## src/rtl/seq_demux_pkg.sv

```systemverilog
// seq_demux shared types: FSM state encoding and sel width helper.
// Optional feature macro: SEQ_DEMUX_PARITY_EN (trailing even-parity bit).
package seq_demux_pkg;

  typedef enum logic [1:0] {
    S_IDLE  = 2'd0,
    S_SHIFT = 2'd1,
    S_PAR   = 2'd2,
    S_HOLD  = 2'd3
  } state_e;

  function automatic int sel_w(input int w);
    return (w <= 2) ? 1 : $clog2(w);
  endfunction

endpackage

```

## src/rtl/seq_demux_if.sv

```systemverilog
// seq_demux handshake bundle: serial input side and parallel output side.
// Same signal set with or without SEQ_DEMUX_PARITY_EN.
interface seq_demux_if
  import seq_demux_pkg::*;
#(
  parameter int WIDTH = 4
);
  localparam int SW = sel_w(WIDTH);

  logic             din;
  logic             din_vld;
  logic             din_rdy;
  logic             clr;
  logic [WIDTH-1:0] dout;
  logic             dout_vld;
  logic             dout_rdy;
  logic [SW-1:0]    sel;
  logic             par_err;

  modport master (
    output din, din_vld, clr, dout_rdy,
    input  din_rdy, dout, dout_vld, sel, par_err
  );

  modport slave (
    input  din, din_vld, clr, dout_rdy,
    output din_rdy, dout, dout_vld, sel, par_err
  );

endinterface

```

## src/rtl/seq_demux.sv

```systemverilog
// Serial-to-parallel demux: bit k of a word lands in dout[k].
// Macro SEQ_DEMUX_PARITY_EN adds a trailing even-parity bit and par_err.
module seq_demux
  import seq_demux_pkg::*;
#(
  parameter int WIDTH = 4
) (
  input logic       clk,
  input logic       rst,
  seq_demux_if.slave bus
);

  localparam int SW = sel_w(WIDTH);

  localparam logic [1:0] IDLE  = S_IDLE;
  localparam logic [1:0] SHIFT = S_SHIFT;
  localparam logic [1:0] HOLD  = S_HOLD;
`ifdef SEQ_DEMUX_PARITY_EN
  localparam logic [1:0] PAR   = S_PAR;
`endif

  localparam logic [SW-1:0] LAST = SW'(WIDTH - 1);

  logic [1:0]       state;
  logic [SW-1:0]    sel;
  logic [WIDTH-1:0] dout;
  logic             rdy_en;
  logic             acc;
  logic             par_err;

  assign bus.din_rdy  = rdy_en & (state != HOLD);
  assign acc          = bus.din_vld & bus.din_rdy;
  assign bus.dout     = dout;
  assign bus.dout_vld = (state == HOLD);
  assign bus.sel      = sel;
  assign bus.par_err  = par_err;

  // keep din_rdy low until the first edge after reset release
  always_ff @(posedge clk or posedge rst) begin
    if (rst) rdy_en <= 1'b0;
    else     rdy_en <= 1'b1;
  end

  // word assembly FSM; clr aborts without touching dout
  always_ff @(posedge clk or posedge rst) begin
    if (rst) begin
      state <= IDLE;
      sel   <= '0;
      dout  <= '0;
    end else if (bus.clr) begin
      state <= IDLE;
      sel   <= '0;
    end else begin
      case (state)
        IDLE: begin
          if (acc) begin
            dout  <= {{(WIDTH-1){1'b0}}, bus.din};
            sel   <= SW'(1);
            state <= SHIFT;
          end
        end
        SHIFT: begin
          if (acc) begin
            dout[sel] <= bus.din;
            if (sel == LAST) begin
              sel <= '0;
`ifdef SEQ_DEMUX_PARITY_EN
              state <= PAR;
`else
              state <= HOLD;
`endif
            end else begin
              sel <= sel + SW'(1);
            end
          end
        end
`ifdef SEQ_DEMUX_PARITY_EN
        PAR: begin
          if (acc) state <= HOLD;
        end
`endif
        HOLD: begin
          if (bus.dout_rdy) state <= IDLE;
        end
        default: state <= IDLE;
      endcase
    end
  end

`ifdef SEQ_DEMUX_PARITY_EN
  // capture parity check as the parity bit is taken
  always_ff @(posedge clk or posedge rst) begin
    if (rst)
      par_err <= 1'b0;
    else if (!bus.clr && state == PAR && acc)
      par_err <= (^dout) ^ bus.din;
  end
`else
  assign par_err = 1'b0;
`endif

endmodule

```

## src/flat_wrapper.sv

```systemverilog
// flat-port wrapper written by rule: the top's interface ports become plain ports
module seq_demux_flat import seq_demux_pkg::*;
#(
  parameter int WIDTH = 4
)
  (clk, rst, bus_din, bus_din_vld, bus_clr, bus_dout_rdy, bus_din_rdy, bus_dout, bus_dout_vld, bus_sel, bus_par_err);
  seq_demux_if #(.WIDTH(WIDTH)) bus_i ();
  input logic clk;
  input logic rst;
  input wire logic [$bits(bus_i.din)-1:0] bus_din;
  input wire logic [$bits(bus_i.din_vld)-1:0] bus_din_vld;
  input wire logic [$bits(bus_i.clr)-1:0] bus_clr;
  input wire logic [$bits(bus_i.dout_rdy)-1:0] bus_dout_rdy;
  output wire logic [$bits(bus_i.din_rdy)-1:0] bus_din_rdy;
  output wire logic [$bits(bus_i.dout)-1:0] bus_dout;
  output wire logic [$bits(bus_i.dout_vld)-1:0] bus_dout_vld;
  output wire logic [$bits(bus_i.sel)-1:0] bus_sel;
  output wire logic [$bits(bus_i.par_err)-1:0] bus_par_err;
  assign bus_i.din = bus_din;
  assign bus_i.din_vld = bus_din_vld;
  assign bus_i.clr = bus_clr;
  assign bus_i.dout_rdy = bus_dout_rdy;
  assign bus_din_rdy = bus_i.din_rdy;
  assign bus_dout = bus_i.dout;
  assign bus_dout_vld = bus_i.dout_vld;
  assign bus_sel = bus_i.sel;
  assign bus_par_err = bus_i.par_err;
  seq_demux #(.WIDTH(WIDTH)) u_core (.clk(clk), .rst(rst), .bus(bus_i));
endmodule
```

## config.mk

```make
export PLATFORM = sky130hd
export DESIGN_NAME = seq_demux_flat
export DESIGN_NICKNAME = d
export VERILOG_FILES = /design/src/rtl/seq_demux_pkg.sv /design/src/rtl/seq_demux_if.sv /design/src/rtl/seq_demux.sv /design/src/flat_wrapper.sv
export SDC_FILE = /design/constraint.sdc
export NUM_CORES = 1
export LEC_CHECK = 0
export CAP_MARGIN = 0
export CORE_AREA = 5 5 42 44
export DETAILED_ROUTE_END_ITERATION = 6
export DIE_AREA = 0 0 47 49
export PLACE_DENSITY = 0.65
export SLEW_MARGIN = 20
export SYNTH_ARGS = -nofsm -noshare
export SYNTH_HDL_FRONTEND = slang
export SYNTH_SLANG_ARGS = --single-unit
```

## constraint.sdc

```tcl
create_clock -name clk -period 2.8 [get_ports clk]
set_input_delay 0.28 -clock clk [delete_from_list [all_inputs] [get_ports clk]]
set_output_delay 0.28 -clock clk [all_outputs]
set_load 0.05 [all_outputs]
```

==> impl_metrics.csv, run 1 <==
group,metric,value,unit
timing,rsz0062_at_grt,"no",
cts,insertion_delay,0.25,ns
critical_path,end_kind,"primary output",
critical_path,crit_arrival,1.81,ns
place,io_buffers,13,
drt,drc,0,
cts,cts.path.max_buffers,2,
die,io_pins,15,
drt,antenna_left,0,
cells_and_area,drive_gt1_share,11.3,%
power,p_per_area,460,mW/mm²
cts,htreeDepth,1,
die,die_height,49,µm
cts,cts_sinks,9,
cts,cts-root-buf,"clkbuf_4",
cts,cts_hold_buf,0,
grt,grt_pass1_vias,389,
worst_hold_path,hold_path.class,"in -> async",
grt,grt_usage,9.84,%
drt,vias,382,
cts,clk_pin_slew,0.06,ns
power,p_leak,0.288,nW
timing,maxSlewViolCount,0,
synthesis,synth_warnings,0,
critical_path,worstPathMaxFanout,7,
synthesis,seq_area_frac_synth,45.5,%
cells_and_area,mostFrequentLayoutCell,"clkdlybuf4s50_1",
critical_path,reg2reg_from,"u_core.bus.sel[0]$_DFFE_PP0P_",
power,total_power,306,µW
critical_path,criticalPathCategory,"reg -> out",
timing,finClkSkew,0.00231,ns
critical_path,cp.required,2.52,ns
timing,setup_violations,0,
timing,hold_viol,0,
critical_path,reg2reg_to,"u_core.bus.dout[0]$_DFFE_PP0P_",
critical_path,critPathMaxStageDelay,0.81,ns
drt,drt_iter0_markers,6,
drt,wirelength,980,µm
timing,finalCritPeriodShare,74.7,%
cts,cts-resized-gates,0,
critical_path,reg2reg_slack,1.51,ns
cells_and_area,fin_cells,78,
place,placed_cells,74,
outcome,status,"finished clean",
synthesis,ys_types,22,
synthesis,netlist_instances,46,
synthesis,synth_nets,56,
critical_path,crit_family,"buffers and inverters",
drt,drt_first_pass_iters,4,
die,start_util,35.4,%
drt,wl_per_cell,12.6,µm
die,placementRows,14,
timing,slew_headroom,66.9,%
timing,min_period,2.09,ns
critical_path,cp-start-kind,"register",
timing,clock.fmax,478,MHz
critical_path,cp_slowest_cell,"clkdlybuf4s50_1",
die,core_area,0.00140,mm²
die,die_area,0.00230,mm²
critical_path,rr_worst_depth,4,
cts,cts_buffers,3,
critical_path,cp_cell_sequence,"and2_1 > nor2b_1 > clkdlybuf4s50_1",
synthesis,synth.avg_cell_area,10.8,µm²
cells_and_area,nets,73,
cells_and_area,most-common-layout-cells,"clkdlybuf4s50_1 (13), dfrtp_1 (9), o21ai_0 (4), inv_1 (4), ha_1 (4)",
cells_and_area,syn2layout_area_growth,34.1,%
die,chipWidth,47,µm
power,ir_drop,261,µV
synthesis,syn_area,495,µm²
timing,tightest_slew,0.495,ns
cts,cts_tree,"yes",
cts,cts_setup_buffers,0,
place,dpl.hpwl,759,µm
grt,grt_pass1_wl,1.60,mm
grt,grt_max_degree,10,
critical_path,critPathBufInv,1,
flow_run,maxCapViolations,0,
synthesis,ys_ff_latch,9,
drt,vias_per_cell,4.90,
timing,setup-tns-final,0,ns
grt,overflow,0,
cells_and_area,antenna_cells,0,
place,routabilityCongestion,0.801,
grt,antenna_found_initial,0,
[metal layers]
metal  wire [µm]  global-route usage (%)  part of all wire (%)
met2         479                    16.3                    49
met1         423                    9.60                    43
met5           0                       0                     0
met4          12                    4.15                   1.2
met3          65                    5.54                   6.6
[where the power goes]
part	total [mW]	internal (mW)	switching, mW
clock network	0.0977	0.0548	0.0429
logic	0.0645	0.0253	0.0392
registers	0.143	0.137	0.00658
total	0.306	0.217	0.0887
[flip-flops by register name, summed over array words and instances (netlist names)]
register,count
u_core.bus.dout,4
u_core.state,2
u_core.rdy_en,1
u_core.bus.sel,2
[cell usage after synthesis]
library cell	n	area share, %
ha_1	4	10
buf_4	1	1.5
nor2b_1	2	2.5
nand3_1	1	1.0
inv_1	4	3.0
and4b_4	1	2.8
and4bb_4	1	3.3
mux2i_1	1	2.0
nor2_1	1	0.76
and2_1	1	1.3
o22ai_1	1	1.3
o21ai_2	1	1.8
dfrtp_1	9	45
mux2_1	1	2.3
a22o_1	3	5.3
a21oi_1	3	3.0
o21ai_0	4	4.0
conb_1	2	1.5
nor3_1	1	1.0
and3b_1	1	1.8
and2b_2	1	1.8
nand2b_1	2	2.5
[logic make-up (layout without fill, tap and decap cells)]
group	after synthesis	count (layout)	synth area share, %
other cells	2	2	1.52
simple gates	12	12	18.7
mux	2	2	4.29
flops	9	9	45.5
compound gates	12	12	15.4
fa+ha+maj	4	4	10.1
buf+inv	5	21	4.55
[worst max path at each step]
stage                        endpoint                        start  slack (ns)  depth (start not counted)
after CTS                 bus_din_rdy  u_core.state[0]$_DFFE_PP0P_        0.70                          3
after global routing      bus_din_rdy  u_core.state[0]$_DFFE_PP0P_        0.62                          3
final                     bus_din_rdy  u_core.state[0]$_DFFE_PP0P_        0.71                          3
after global placement    bus_din_rdy  u_core.state[0]$_DFFE_PP0P_        1.01                          3
after detailed placement  bus_din_rdy  u_core.state[0]$_DFFE_PP0P_        0.99                          3
after floorplan           bus_din_rdy  u_core.state[0]$_DFFE_PP0P_        0.99                          2
[stage by stage]
stage | setup slack (ns) | instance area, µm² | hold WS [ns] | utilization [%]
after floorplan | 0.995 | 495 | 0.108 | -
final | 0.709 | 664 | 0.287 | 47.4
after global routing | 0.618 | 664 | 0.310 | 47.4
after detailed placement | 0.988 | 638 | 0.490 | 45.5
after global placement | 1.01 | 638 | 0.477 | 45.5
after CTS | 0.699 | 664 | 0.296 | 47.4
[cell type report]
class | count | area [µm²]
fill | 145 | 737
inverter | 4 | 15.0
sequential | 9 | 225
multi-input combinational | 32 | 248
tap | 16 | 20.0
clock buffer | 4 | 26.3
timing repair buffer | 13 | 130
Power figures use the tool's default switching activity.
==> run 2, diff against run 1 <==
- clock period: 2.8 -> 2.05 ns (I/O delays scaled with it)
==> run 2 against run 1 <==
  * Critical path depth is 1 lower
  * Wire length is 6.0% lower
  * Worst hold slack worse by 0.078 ns
  * Clock skew is 0.0020 ns lower
  * Register-to-register slack worse by 0.75 ns
  * Count of clock-buffer cells in the layout stayed put
  * Via count is 0.52% higher
  * Non-clock buffer count stayed put
  * Utilization is 0.18 points lower
  * Design area is 0.38% lower
  * Combinational power is 35% higher
  * Cell count stayed put
  * Highest routed layer unchanged
  * Critical endpoint is now bus_dout_vld
==> impl_metrics.csv, run 2 (synthesized netlist as in run 1, its figures left out) <==
group,metric,value,unit
timing,tightest_slew,0.496,ns
drt,wl_per_cell,11.8,µm
cts,cts.path.max_buffers,2,
die,core_area,0.00140,mm²
cells_and_area,drive_gt1_share,12.9,%
critical_path,criticalPathCategory,"reg -> out",
cts,clk_pin_slew,0.06,ns
cts,cts_hold_buf,0,
timing,hold_viol,0,
critical_path,crit_start,"u_core.state[0]$_DFFE_PP0P_",
drt,drt_iter0_markers,3,
place,post-place-ws,0.440,ns
timing,setup_violations,0,
critical_path,reg2reg_from,"u_core.bus.sel[0]$_DFFE_PP0P_",
critical_path,cp.required,1.85,ns
die,placementRows,14,
power,p_leak,0.289,nW
drt,vias,384,
timing,finClkSkew,0.000283,ns
drt,wirelength,921,µm
timing,finalCritPeriodShare,91.9,%
cts,cts_buffers,3,
critical_path,worstPathMaxFanout,7,
place,io_buffers,13,
die,io_pins,15,
grt,grt_pass1_wl,1.46,mm
cts,htreeDepth,1,
grt,grt_max_degree,10,
grt,grt_usage,8.78,%
cells_and_area,nets,73,
cts,cts_sinks,9,
power,p_per_area,633,mW/mm²
cts,cts_setup_buffers,0,
timing,slew_headroom,66.8,%
power,total_power,419,µW
die,die_area,0.00230,mm²
timing,holdWs,0.209,ns
drt,antenna_left,0,
die,start_util,35.4,%
place,dpl.hpwl,726,µm
timing,setup-tns-final,0,ns
timing,rsz0062_at_grt,"no",
cells_and_area,registers.top_by_ff_count,"u_core.bus.dout",
place,routabilityCongestion,0.794,
critical_path,cp-start-kind,"register",
critical_path,end_kind,"primary output",
cts,cts-resized-gates,0,
critical_path,crit_arrival,1.68,ns
grt,antenna_found_initial,0,
die,die_height,49,µm
drt,vias_per_cell,4.92,
cts,cts-root-buf,"clkbuf_4",
cts,cts_tree,"yes",
timing,min_period,1.88,ns
cts,insertion_delay,0.25,ns
cells_and_area,fin_cells,78,
drt,drt_first_pass_iters,4,
timing,maxSlewViolCount,0,
power,ir_drop,298,µV
timing,clock.fmax,531,MHz
grt,overflow,0,
cells_and_area,most-common-layout-cells,"clkdlybuf4s50_1 (12), dfrtp_1 (9), o21ai_0 (4), inv_1 (4), ha_1 (4)",
timing,setup_slack,0.165,ns
cells_and_area,largest_reg_flops,4,
grt,grt_pass1_vias,346,
drt,drc,0,
flow_run,maxCapViolations,0,
cells_and_area,mostFrequentLayoutCell,"clkdlybuf4s50_1",
cells_and_area,syn2layout_area_growth,33.6,%
outcome,status,"finished clean",
worst_hold_path,hold_path.class,"in -> async",
die,chipWidth,47,µm
cells_and_area,antenna_cells,0,
cells_and_area,reg.largest.list,"u_core.bus.dout x4, u_core.bus.sel x2, u_core.state x2",
place,placed_cells,74,
==> run 2: cell types whose count changed in the layout (fill, tap and decap cells not counted) <==
cell,before,now
buf_4,0,1
clkdlybuf4s50_1,13,12
==> run 2: through the flow <==
| step | cell area (µm²) | util (%) |
|---|---|---|
| global route | 662 | 47.2 |
| floorplan | 495 | - |
| global placement | 636 | 45.4 |
| CTS | 662 | 47.2 |
| finish | 662 | 47.2 |
| detailed placement | 636 | 45.4 |
==> run 2: worst paths after layout <==
path	endpoint	cells past startpoint	slack, ns
min reg2reg	u_core.bus.dout[0]$_DFFE_PP0P_	1	0.50
min in group clk	u_core.bus.dout[0]$_DFFE_PP0P_	1	0.50
min	u_core.bus.dout[3]$_DFFE_PP0P_	2	0.21
max in group asynchronous	u_core.bus.sel[0]$_DFFE_PP0P_	2	1.59
max reg2reg	u_core.bus.dout[0]$_DFFE_PP0P_	4	0.76
max	bus_dout_vld	2	0.17
==> run 2: cell type report <==
cell class,count,area [µm²]
Clock buffer,4,26.3
Fill cell,147,739
Inverter,4,15.0
Multi-Input combinational cell,32,248
Sequential cell,9,225
Tap cell,16,20.0
Timing Repair Buffer,13,128
==> run 2: critical path, cell delays in order (launching register included) <==
cell and delay [ns]:
dfrtp_1 0.44, and2_1 0.18, clkdlybuf4s50_1 0.80
==> run 2: where the power goes <==
| group | switching (mW) | leakage (nW) | internal [mW] | total [mW] |
|---|---|---|---|---|
| registers | 0.00873 | 0.119 | 0.187 | 0.196 |
| clock network | 0.0612 | 0.0150 | 0.0750 | 0.136 |
| logic | 0.0530 | 0.154 | 0.0341 | 0.0872 |
| total | 0.123 | 0.289 | 0.296 | 0.419 |
==> run 2: routing by layer <==
metal,global-route usage (%),vias to the layer above,wire length (µm)
met5,0,-,0
met4,5.53,0,6
met3,2.21,2,56
met2,12.9,8,451
met1,11.0,184,406
li1,-,190,-
==> run 3, diff against run 2 <==
--- a/config.mk
+++ b/config.mk
@@ -8,4 +8,5 @@
 export CAP_MARGIN = 0
 export CORE_AREA = 5 5 42 44
+export CTS_CLUSTER_DIAMETER = 200
 export DETAILED_ROUTE_END_ITERATION = 6
 export DIE_AREA = 0 0 47 49
==> constraint.sdc (replaced) <==
create_clock -name clk -period 2.05 [get_ports clk]
set_input_delay 0.41 -clock clk [delete_from_list [all_inputs] [get_ports clk]]
set_output_delay 0.41 -clock clk [all_outputs]
set_load 0.05 [all_outputs]
==> run 3 against run 2 <==
  * Sequential cell count unchanged
  * Sequential share of layout area is 0.13 points higher
  * First-iteration DRC count decreased by 33%
  * Design area decreased by 0.38%
  * Die area is the same
  * Count of clock-buffer cells in the layout stayed put
  * Register-to-register slack lost 0.03 ns
  * Non-clock buffer count stayed put
  * Maximum frequency fell by 2.7%
  * Largest power group unchanged
  * Critical path depth fell by 1
  * Worst hold slack improved by 0.20 ns
==> impl_metrics.csv, run 3 (synthesized netlist as in run 1, its figures left out) <==
group,metric,value,unit
place,routabilityCongestion,0.766,
cells_and_area,fin_cells,78,
die,start_util,35.4,%
cts,clk_pin_slew,0.06,ns
critical_path,critPathBufInv,1,
cts,cts_tree,"yes",
die,die_area,0.00230,mm²
die,chipWidth,47,µm
cts,cts.path.max_buffers,2,
critical_path,criticalPathCategory,"reg -> out",
cells_and_area,most-common-layout-cells,"clkdlybuf4s50_1 (11), dfrtp_1 (9), o21ai_0 (4), inv_1 (4), ha_1 (4)",
place,dpl.hpwl,743,µm
place,io_buffers,13,
critical_path,crit_arrival,1.53,ns
cells_and_area,mostFrequentLayoutCell,"clkdlybuf4s50_1",
critical_path,crit_family,"buffers and inverters",
cts,cts-resized-gates,0,
cells_and_area,fillers,147,
timing,tightest_slew,0.496,ns
drt,wl_per_cell,12.1,µm
cts,cts_hold_buf,0,
drt,vias,376,
cells_and_area,nets,73,
die,core_area,0.00140,mm²
drt,wirelength,943,µm
timing,min_period,1.94,ns
critical_path,critPathMaxStageDelay,0.84,ns
critical_path,cp_cell_sequence,"clkdlybuf4s50_1",
timing,maxSlewViolCount,0,
timing,finalCritPeriodShare,94.5,%
cts,cts_setup_buffers,0,
place,placed_cells,74,
critical_path,end_kind,"primary output",
critical_path,cp.required,1.64,ns
critical_path,worstPathMaxFanout,6,
outcome,status,"finished clean",
critical_path,rr_worst_depth,4,
worst_hold_path,hold_path.class,"in -> async",
grt,grt_pass1_vias,349,
grt,grt_pass1_wl,1.52,mm
drt,drc,0,
cts,htreeDepth,1,
drt,antenna_left,0,
timing,rsz0062_at_grt,"no",
cells_and_area,antenna_cells,0,
grt,antenna_found_initial,0,
cells_and_area,registers.top_by_ff_count,"u_core.bus.dout",
grt,overflow,0,
cells_and_area,reg.largest.list,"u_core.bus.dout x4, u_core.bus.sel x2, u_core.state x2",
critical_path,cp_slowest_cell,"clkdlybuf4s50_1",
power,p_per_area,635,mW/mm²
critical_path,crit_cells,1,
die,io_pins,15,
timing,setup-tns-final,0,ns
cts,insertion_delay,0.26,ns
power,p_leak,0.291,nW
power,ir_drop,409,µV
flow_run,maxCapViolations,0,
drt,drt_first_pass_iters,2,
cts,cts_buffers,3,
cells_and_area,drive_gt1_share,14.5,%
die,placementRows,14,
cells_and_area,largest_reg_flops,4,
grt,grt_max_degree,10,
cts,cts-root-buf,"clkbuf_4",
timing,finClkSkew,0.00162,ns
timing,setup_violations,0,
timing,slew_headroom,66.8,%
timing,hold_viol,0,
die,die_height,49,µm
grt,grt_usage,9.00,%
cells_and_area,syn2layout_area_growth,33.1,%
critical_path,cp-start-kind,"register",
drt,vias_per_cell,4.82,
timing,clock.fmax,516,MHz
cts,cts_sinks,9,
drt,drt_iter0_markers,2,
-- run 3: cell count changes in the layout (fill, tap and decap cells not counted), sizes merged --
cell / previous run / this run
clkdlybuf4s50: 12 / 11
buf: 1 / 2
-- run 3: worst paths after layout --
kind,start,end,slack [ns]
setup / recovery,u_core.bus.sel[0]$_DFFE_PP0P_,bus_sel[0],0.11
hold / removal,rst,u_core.state[1]$_DFFE_PP0P_,0.41
setup reg to reg,u_core.bus.sel[0]$_DFFE_PP0P_,u_core.bus.dout[0]$_DFFE_PP0P_,0.73
hold reg to reg,u_core.bus.dout[0]$_DFFE_PP0P_,u_core.bus.dout[0]$_DFFE_PP0P_,0.49
max in group asynchronous,rst,u_core.bus.dout[2]$_DFFE_PP0P_,1.39
min in group clk,u_core.bus.dout[0]$_DFFE_PP0P_,u_core.bus.dout[0]$_DFFE_PP0P_,0.49
-- run 3: per-stage QoR --
step | worst slack, ns | hold slack, ns | power, mW | cell area (µm²) | util, %
floorplan | 0.115 | 0.238 | 0.256 | 495 | -
global placement | 0.280 | 0.489 | 0.287 | 633 | 45.2
detailed placement | 0.277 | 0.484 | 0.288 | 633 | 45.2
CTS | 0.102 | 0.422 | 0.424 | 659 | 47.1
global route | 0.0364 | 0.438 | 0.442 | 659 | 47.1
finish | 0.112 | 0.407 | 0.419 | 659 | 47.1
-- run 3: per-layer routing --
metal  track usage [%]  vias up  wire length [µm]
li1                  -      189                 -
met1              12.8      174               456
met2              11.8       11               408
met3              5.54        2                68
met4              1.38        0                 9
met5                 0        -                 0
-- run 3: area by class of cell --
type	instances	area (µm²)	share of cell area [%]
clock buffers	4	26.3	3.98
inverters	4	15.0	2.28
multi-input cells	32	248	37.6
flip-flops and latches	9	225	34.2
well taps	16	20.0	3.04
repair buffers	13	125	19.0
-- run 3: power breakdown --
part           leakage [nW]  internal, mW  total [mW]  switching [mW]
Combinational         0.156        0.0343      0.0881          0.0538
Clock                0.0150        0.0749       0.135          0.0602
Sequential            0.119         0.187       0.196         0.00883
Total                 0.291         0.296       0.419           0.123
